==> config.mk <==
export PLATFORM = sky130hd
export DESIGN_NAME = axil_master_bridge
export DESIGN_NICKNAME = d
export VERILOG_FILES = /design/src/rtl/axil_pkg.sv /design/src/rtl/axil_timeout_cnt.sv /design/src/rtl/axil_master_bridge.sv
export SDC_FILE = /design/constraint.sdc
export NUM_CORES = 1
export LEC_CHECK = 0
export ABC_AREA = 1
export CAP_MARGIN = 20
export CELL_PAD_IN_SITES_DETAIL_PLACEMENT = 0
export CELL_PAD_IN_SITES_GLOBAL_PLACEMENT = 2
export CORE_ASPECT_RATIO = 0.5
export CORE_MARGIN = 2
export CORE_UTILIZATION = 21
export DETAILED_ROUTE_END_ITERATION = 8
export PLACE_DENSITY_LB_ADDON = 0.1
export SLEW_MARGIN = 0
export SYNTH_ARGS = -nofsm -noshare
export SYNTH_HDL_FRONTEND = slang
export SYNTH_HIERARCHICAL = 1
export SYNTH_SLANG_ARGS = --single-unit
==> constraint.sdc <==
create_clock -name ACLK -period 1.81 [get_ports ACLK]
set_input_delay 0.362 -clock ACLK [delete_from_list [all_inputs] [get_ports ACLK]]
set_output_delay 0.362 -clock ACLK [all_outputs]
set_load 0.005 [all_outputs]
==> src/rtl/axil_pkg.sv <==
// axil_pkg: AXI4-Lite response codes, bridge FSM states and default watchdog limit.
package axil_pkg;
  localparam logic [1:0] OKAY = 2'b00, EXOKAY = 2'b01, SLVERR = 2'b10, DECERR = 2'b11;
  localparam int DEF_TIMEOUT_CYCLES = 255;
  typedef enum logic [2:0] {IDLE, WR_REQ, WR_RESP, RD_REQ, RD_RESP, DONE} state_e;
endpackage

==> src/rtl/axil_timeout_cnt.sv <==
// axil_timeout_cnt: per-state watchdog; expires on the LIMIT-th cycle spent in one waiting state.
module axil_timeout_cnt import axil_pkg::*; #(
  parameter int LIMIT = DEF_TIMEOUT_CYCLES
) (
  input  logic   ACLK,
  input  logic   ARESETn,
  input  state_e state,
  output logic   expired
);
  state_e st_q;
  logic [15:0] cnt, cur;
  logic en;
  assign en = state inside {WR_REQ, WR_RESP, RD_REQ, RD_RESP};
  // a state differing from last cycle's is a fresh entry, so its count restarts at zero
  assign cur = (state != st_q) ? 16'd0 : cnt;
  assign expired = en && cur == 16'(LIMIT - 1);
  always_ff @(posedge ACLK or negedge ARESETn)
    if (!ARESETn) begin
      st_q <= IDLE;
      cnt <= '0;
    end else begin
      st_q <= state;
      cnt <= en ? cur + 16'd1 : 16'd0;
    end
endmodule

==> src/rtl/axil_master_bridge.sv <==
// axil_master_bridge: single-outstanding command/response to AXI4-Lite master bridge.
// Define AXIL_MASTER_TIMEOUT_EN to add a per-state watchdog that ends stuck transfers with SLVERR.
module axil_master_bridge import axil_pkg::*; #(
  parameter int WIDTH = 32,
  parameter int TIMEOUT_CYCLES = DEF_TIMEOUT_CYCLES
) (
  input  logic               ACLK,
  input  logic               ARESETn,
  input  logic               cmd_valid,
  output logic               cmd_ready,
  input  logic               cmd_write,
  input  logic [WIDTH-1:0]   cmd_addr,
  input  logic [WIDTH-1:0]   cmd_wdata,
  input  logic [WIDTH/8-1:0] cmd_wstrb,
  output logic               rsp_valid,
  input  logic               rsp_ready,
  output logic               rsp_write,
  output logic [WIDTH-1:0]   rsp_rdata,
  output logic [1:0]         rsp_resp,
  output logic [WIDTH-1:0]   AWADDR,
  output logic               AWVALID,
  input  logic               AWREADY,
  output logic [WIDTH-1:0]   WDATA,
  output logic [WIDTH/8-1:0] WSTRB,
  output logic               WVALID,
  input  logic               WREADY,
  input  logic [1:0]         BRESP,
  input  logic               BVALID,
  output logic               BREADY,
  output logic [WIDTH-1:0]   ARADDR,
  output logic               ARVALID,
  input  logic               ARREADY,
  input  logic [WIDTH-1:0]   RDATA,
  input  logic [1:0]         RRESP,
  input  logic               RVALID,
  output logic               RREADY
);
  state_e state;
  logic tmo, aw_done, w_done;
  assign aw_done = !AWVALID || AWREADY;
  assign w_done = !WVALID || WREADY;
`ifdef AXIL_MASTER_TIMEOUT_EN
  axil_timeout_cnt #(.LIMIT(TIMEOUT_CYCLES)) u_timeout (
    .ACLK(ACLK), .ARESETn(ARESETn), .state(state), .expired(tmo)
  );
`else
  assign tmo = TIMEOUT_CYCLES < 0;
`endif
  always_ff @(posedge ACLK or negedge ARESETn)
    if (!ARESETn) begin
      state <= IDLE;
      cmd_ready <= 1'b0;
      rsp_valid <= 1'b0;
      rsp_write <= 1'b0;
      rsp_rdata <= '0;
      rsp_resp <= OKAY;
      AWADDR <= '0;
      ARADDR <= '0;
      WDATA <= '0;
      WSTRB <= '0;
      AWVALID <= 1'b0;
      WVALID <= 1'b0;
      BREADY <= 1'b0;
      ARVALID <= 1'b0;
      RREADY <= 1'b0;
    end else if (tmo) begin
      AWVALID <= 1'b0;
      WVALID <= 1'b0;
      BREADY <= 1'b0;
      ARVALID <= 1'b0;
      RREADY <= 1'b0;
      rsp_resp <= SLVERR;
      rsp_rdata <= '0;
      rsp_valid <= 1'b1;
      state <= DONE;
    end else begin
      case (state)
        IDLE:
          if (cmd_valid && cmd_ready) begin
            cmd_ready <= 1'b0;
            rsp_write <= cmd_write;
            AWADDR <= cmd_addr;
            ARADDR <= cmd_addr;
            WDATA <= cmd_wdata;
            WSTRB <= cmd_wstrb;
            AWVALID <= cmd_write;
            WVALID <= cmd_write;
            ARVALID <= !cmd_write;
            state <= cmd_write ? WR_REQ : RD_REQ;
          end else cmd_ready <= 1'b1;
        WR_REQ: begin
          if (AWREADY) AWVALID <= 1'b0;
          if (WREADY) WVALID <= 1'b0;
          if (aw_done && w_done) begin
            BREADY <= 1'b1;
            state <= WR_RESP;
          end
        end
        WR_RESP:
          if (BVALID) begin
            rsp_resp <= BRESP;
            rsp_rdata <= '0;
            BREADY <= 1'b0;
            rsp_valid <= 1'b1;
            state <= DONE;
          end
        RD_REQ:
          if (ARREADY) begin
            ARVALID <= 1'b0;
            RREADY <= 1'b1;
            state <= RD_RESP;
          end
        RD_RESP:
          if (RVALID) begin
            rsp_rdata <= RDATA;
            rsp_resp <= RRESP;
            RREADY <= 1'b0;
            rsp_valid <= 1'b1;
            state <= DONE;
          end
        default:
          if (rsp_ready) begin
            rsp_valid <= 1'b0;
            cmd_ready <= 1'b1;
            state <= IDLE;
          end
      endcase
    end
endmodule

==> impl_metrics.env <==
export IMPL_status="completed"
export IMPL_nNetsFinal=907
export IMPL_syn_area_per_cell_um2=8.619
export IMPL_p_switching_mw=4.188
export IMPL_drt_total_wl_um=16010
export IMPL_finalSetupTns_ns=0
export IMPL_vias=4224
export IMPL_slew_viol_final=0
export IMPL_yosysWarnings=6
export IMPL_pwr_share_comb=0.421
export IMPL_cp_slowest_cell="clkdlybuf4s50_1"
export IMPL_crit_chain="clkdlybuf4s50_1"
export IMPL_drtIter0Drc=232
export IMPL_p_leak_nw=3.887
export IMPL_cts_tree="done"
export IMPL_antenna_found_initial=0
export IMPL_synth_top_cell_by_area="dfrtp_1"
export IMPL_reg2reg_slack_ns=0.23
export IMPL_register_area_um2=2829
export IMPL_critPathKind="reg2out"
export IMPL_hp_class="in2async"
export IMPL_placed_area_um2=7520
export IMPL_fill_cells=2371
export IMPL_first_global_vias=4243
export IMPL_switching_share=0.3240
export IMPL_critical_path_required_ns=1.45
export IMPL_slew_headroom=0.6520
export IMPL_power_internal_mw=8.737
export IMPL_area_delta_synth_final_pct=67.77
export IMPL_die_h_um=111.0
export IMPL_cts_buffer_depth=2
export IMPL_worst_path_buf_inv=1
export IMPL_syn_area_um2=4810
export IMPL_drive_gt1_frac=0.07214
export IMPL_cpPeakStageDelay_ns=0.53
export IMPL_clk_latency_ns=0.42
export IMPL_overflow=0
export IMPL_routedWlPerCell_um=14.41
export IMPL_num_rows=39
export IMPL_via_per_inst=3.802
export IMPL_finalHoldViolCount=0
export IMPL_min_period_over_period=0.9576
export IMPL_antennaDiodeCount=0
export IMPL_tightestPinTransition_ns=0.5219
export IMPL_final_min_clock_period_ns=1.733
export IMPL_yosysSeqAreaShare=0.5879
export IMPL_multi_input_area_um2=1519
export IMPL_drt_pass1_iter_count=5
export IMPL_synth_edf_count=0
export IMPL_fin_area_um2=8069
export IMPL_maxCapViolCount=0
export IMPL_path_clk_slew_ns=0.05
export IMPL_cts_root_buf="clkbuf_16"
export IMPL_antenna_left=0
export IMPL_seq_power_share=0.337
export IMPL_post_synth_num_cell_types=22
export IMPL_syn_inst=558
export IMPL_rr_endpoint="state[0]"
export IMPL_ys_async_sr_fraction=1.000
export IMPL_cpLargestDelayFamily="buffers and inverters"
export IMPL_io_pins=256
export IMPL_synth_fp_nets=672
export IMPL_grt_first_pass_wirelength_um=24880
export IMPL_max_vdd_ir_drop_uv=471.5
export IMPL_r2r_cells=9
export IMPL_path_max_fanout=3
export IMPL_crit_path_end_kind="output pin"
export IMPL_cp_arrival_ns=1.37
export IMPL_synth_area_leaders="dfrtp_1 (59%), nand2_1 (26%), buf_4 (6.1%)"
export IMPL_cts_sinks=113
export IMPL_post_cts_setup_buffers=0
export IMPL_coreArea_um2=22640
export IMPL_clockPowerShare=0.242
export IMPL_initial_core_util=0.2124
export IMPL_dieArea_um2=24200
export IMPL_finalSetupViolCount=0
export IMPL_max_freq_ghz=0.5769
export IMPL_grt_usage=0.1367
export IMPL_hpwl_um=11600
export IMPL_synth_ff_type="dfrtp_1"
export IMPL_rsz0062_at_grt="no"
export IMPL_r2r_start="state[2]"
export IMPL_yosys_area_top_type_share=0.5879
export IMPL_start_kind="flop"
export IMPL_p_total_mw=12.92
export IMPL_grt_max_degree=39
export IMPL_port_buffers=255
export IMPL_synth_most_common_cell="nand2_1"
export IMPL_h_tree_depth=4
export IMPL_gp_congestion=0.7127
export IMPL_fp_dieW_um=218.0
export IMPL_drcViolationCount=0
export IMPL_clock_skew_ns=0.006729
export IMPL_synth_seq_cells=113
export IMPL_synth_common_cells="nand2_1 (337), dfrtp_1 (113), buf_4 (39)"
export IMPL_cts_buffers=17
export IMPL_power_density_nw_per_um2=1602
-- registers in the layout, indices dropped and copies added, names as in the netlist, 2 cells and up --
name / flops
rsp_rdata: 32
WSTRB: 4
WDATA: 32
ARADDR: 32
rsp_resp: 2
state: 3
-- cells in the final DEF (no fill, tap or decap) --
| master | instances |
|---|---|
| dlygate4sd3_1 | 1 |
| clkdlybuf4s50_1 | 254 |
| clkbuf_8 | 3 |
| nand2_1 | 337 |
| dfrtp_1 | 112 |
| buf_4 | 10 |
| clkinv_2 | 6 |
| buf_12 | 6 |
| nand3b_1 | 2 |
| o21ai_0 | 9 |
| o21ai_1 | 1 |
| nor2_8 | 1 |
| nor2_4 | 1 |
| inv_2 | 1 |
| nand2_2 | 8 |
| dfrtp_2 | 1 |
| inv_1 | 11 |
| clkbuf_1 | 3 |
| nand4_4 | 1 |
| inv_4 | 1 |
| bufinv_16 | 1 |
| a21oi_1 | 1 |
| nand3_1 | 10 |
| nor2_1 | 4 |
| a21oi_2 | 1 |
| clkbuf_16 | 17 |
| o211ai_1 | 1 |
-- logic make-up (layout without fill, tap and decap cells) --
group / Yosys count / after routing / share of synthesized area
AND/OR/NAND/NOR: 364 / 364 / 0.3010
buffers and inverters: 68 / 314 / 0.09625
flip-flops: 113 / 113 / 0.5879
AO/OA/AOI/OAI: 13 / 13 / 0.01483
-- through the flow --
step                      setup slack, ns  hold slack (ns)  utilization  cells
after CTS                         0.04179           0.4498       0.3564   1111
final                             0.07666           0.4409       0.3564   1111
after global placement             0.1222           0.3696       0.3321   1080
after global routing              0.02983           0.4597       0.3564   1111
after detailed placement           0.1018           0.3690       0.3321   1080
after floorplan                    0.5001          0.06641            -    558
-- power by group through the flow --
stage                     combinational, mW  sequential [mW]  clock [mW]
final                                  5.44             4.36        3.13
after global routing                   6.03             4.50        3.37
after CTS                              5.56             4.38        3.24
after detailed placement               5.54             4.39           0
after global placement                 5.55             4.39           0
after floorplan                        2.52             4.29           0
-- layout make-up --
cell class                      count  area share
Clock inverter                      7    0.007443
Multi-Input combinational cell    377      0.1882
Clock buffer                       23     0.05923
Timing Repair Buffer              271      0.3405
Sequential cell                   113      0.3506
Inverter                           13    0.006358
Tap cell                          307     0.04760
-- repair_timing --
item                                    CTS  global route
endpoints found under the hold margin    29             0
endpoints found under the setup margin    1             0
hold buffers                              1             0
gates resized for setup                   1             0
-- how the worst max path moves through the flow --
stage / startpoint / endpoint / slack, ns / depth (start not counted)
finish: ARADDR[10] / ARADDR[10] / 0.08 / 1
global placement: cmd_valid / WVALID / 0.12 / 5
CTS: cmd_ready / cmd_ready / 0.04 / 1
global route: cmd_ready / cmd_ready / 0.03 / 1
detailed placement: cmd_valid / WVALID / 0.10 / 5
floorplan: state[2] / rsp_rdata[10] / 0.50 / 8
-- metal layers --
metal,vias to the layer above,track usage,routed length [um]
met5,-,0,0
met4,0,0.04490,191
met3,16,0.04609,879
met2,109,0.2070,7422
met1,1969,0.1827,7519
li1,2130,-,-
Power figures use the tool's default switching activity.
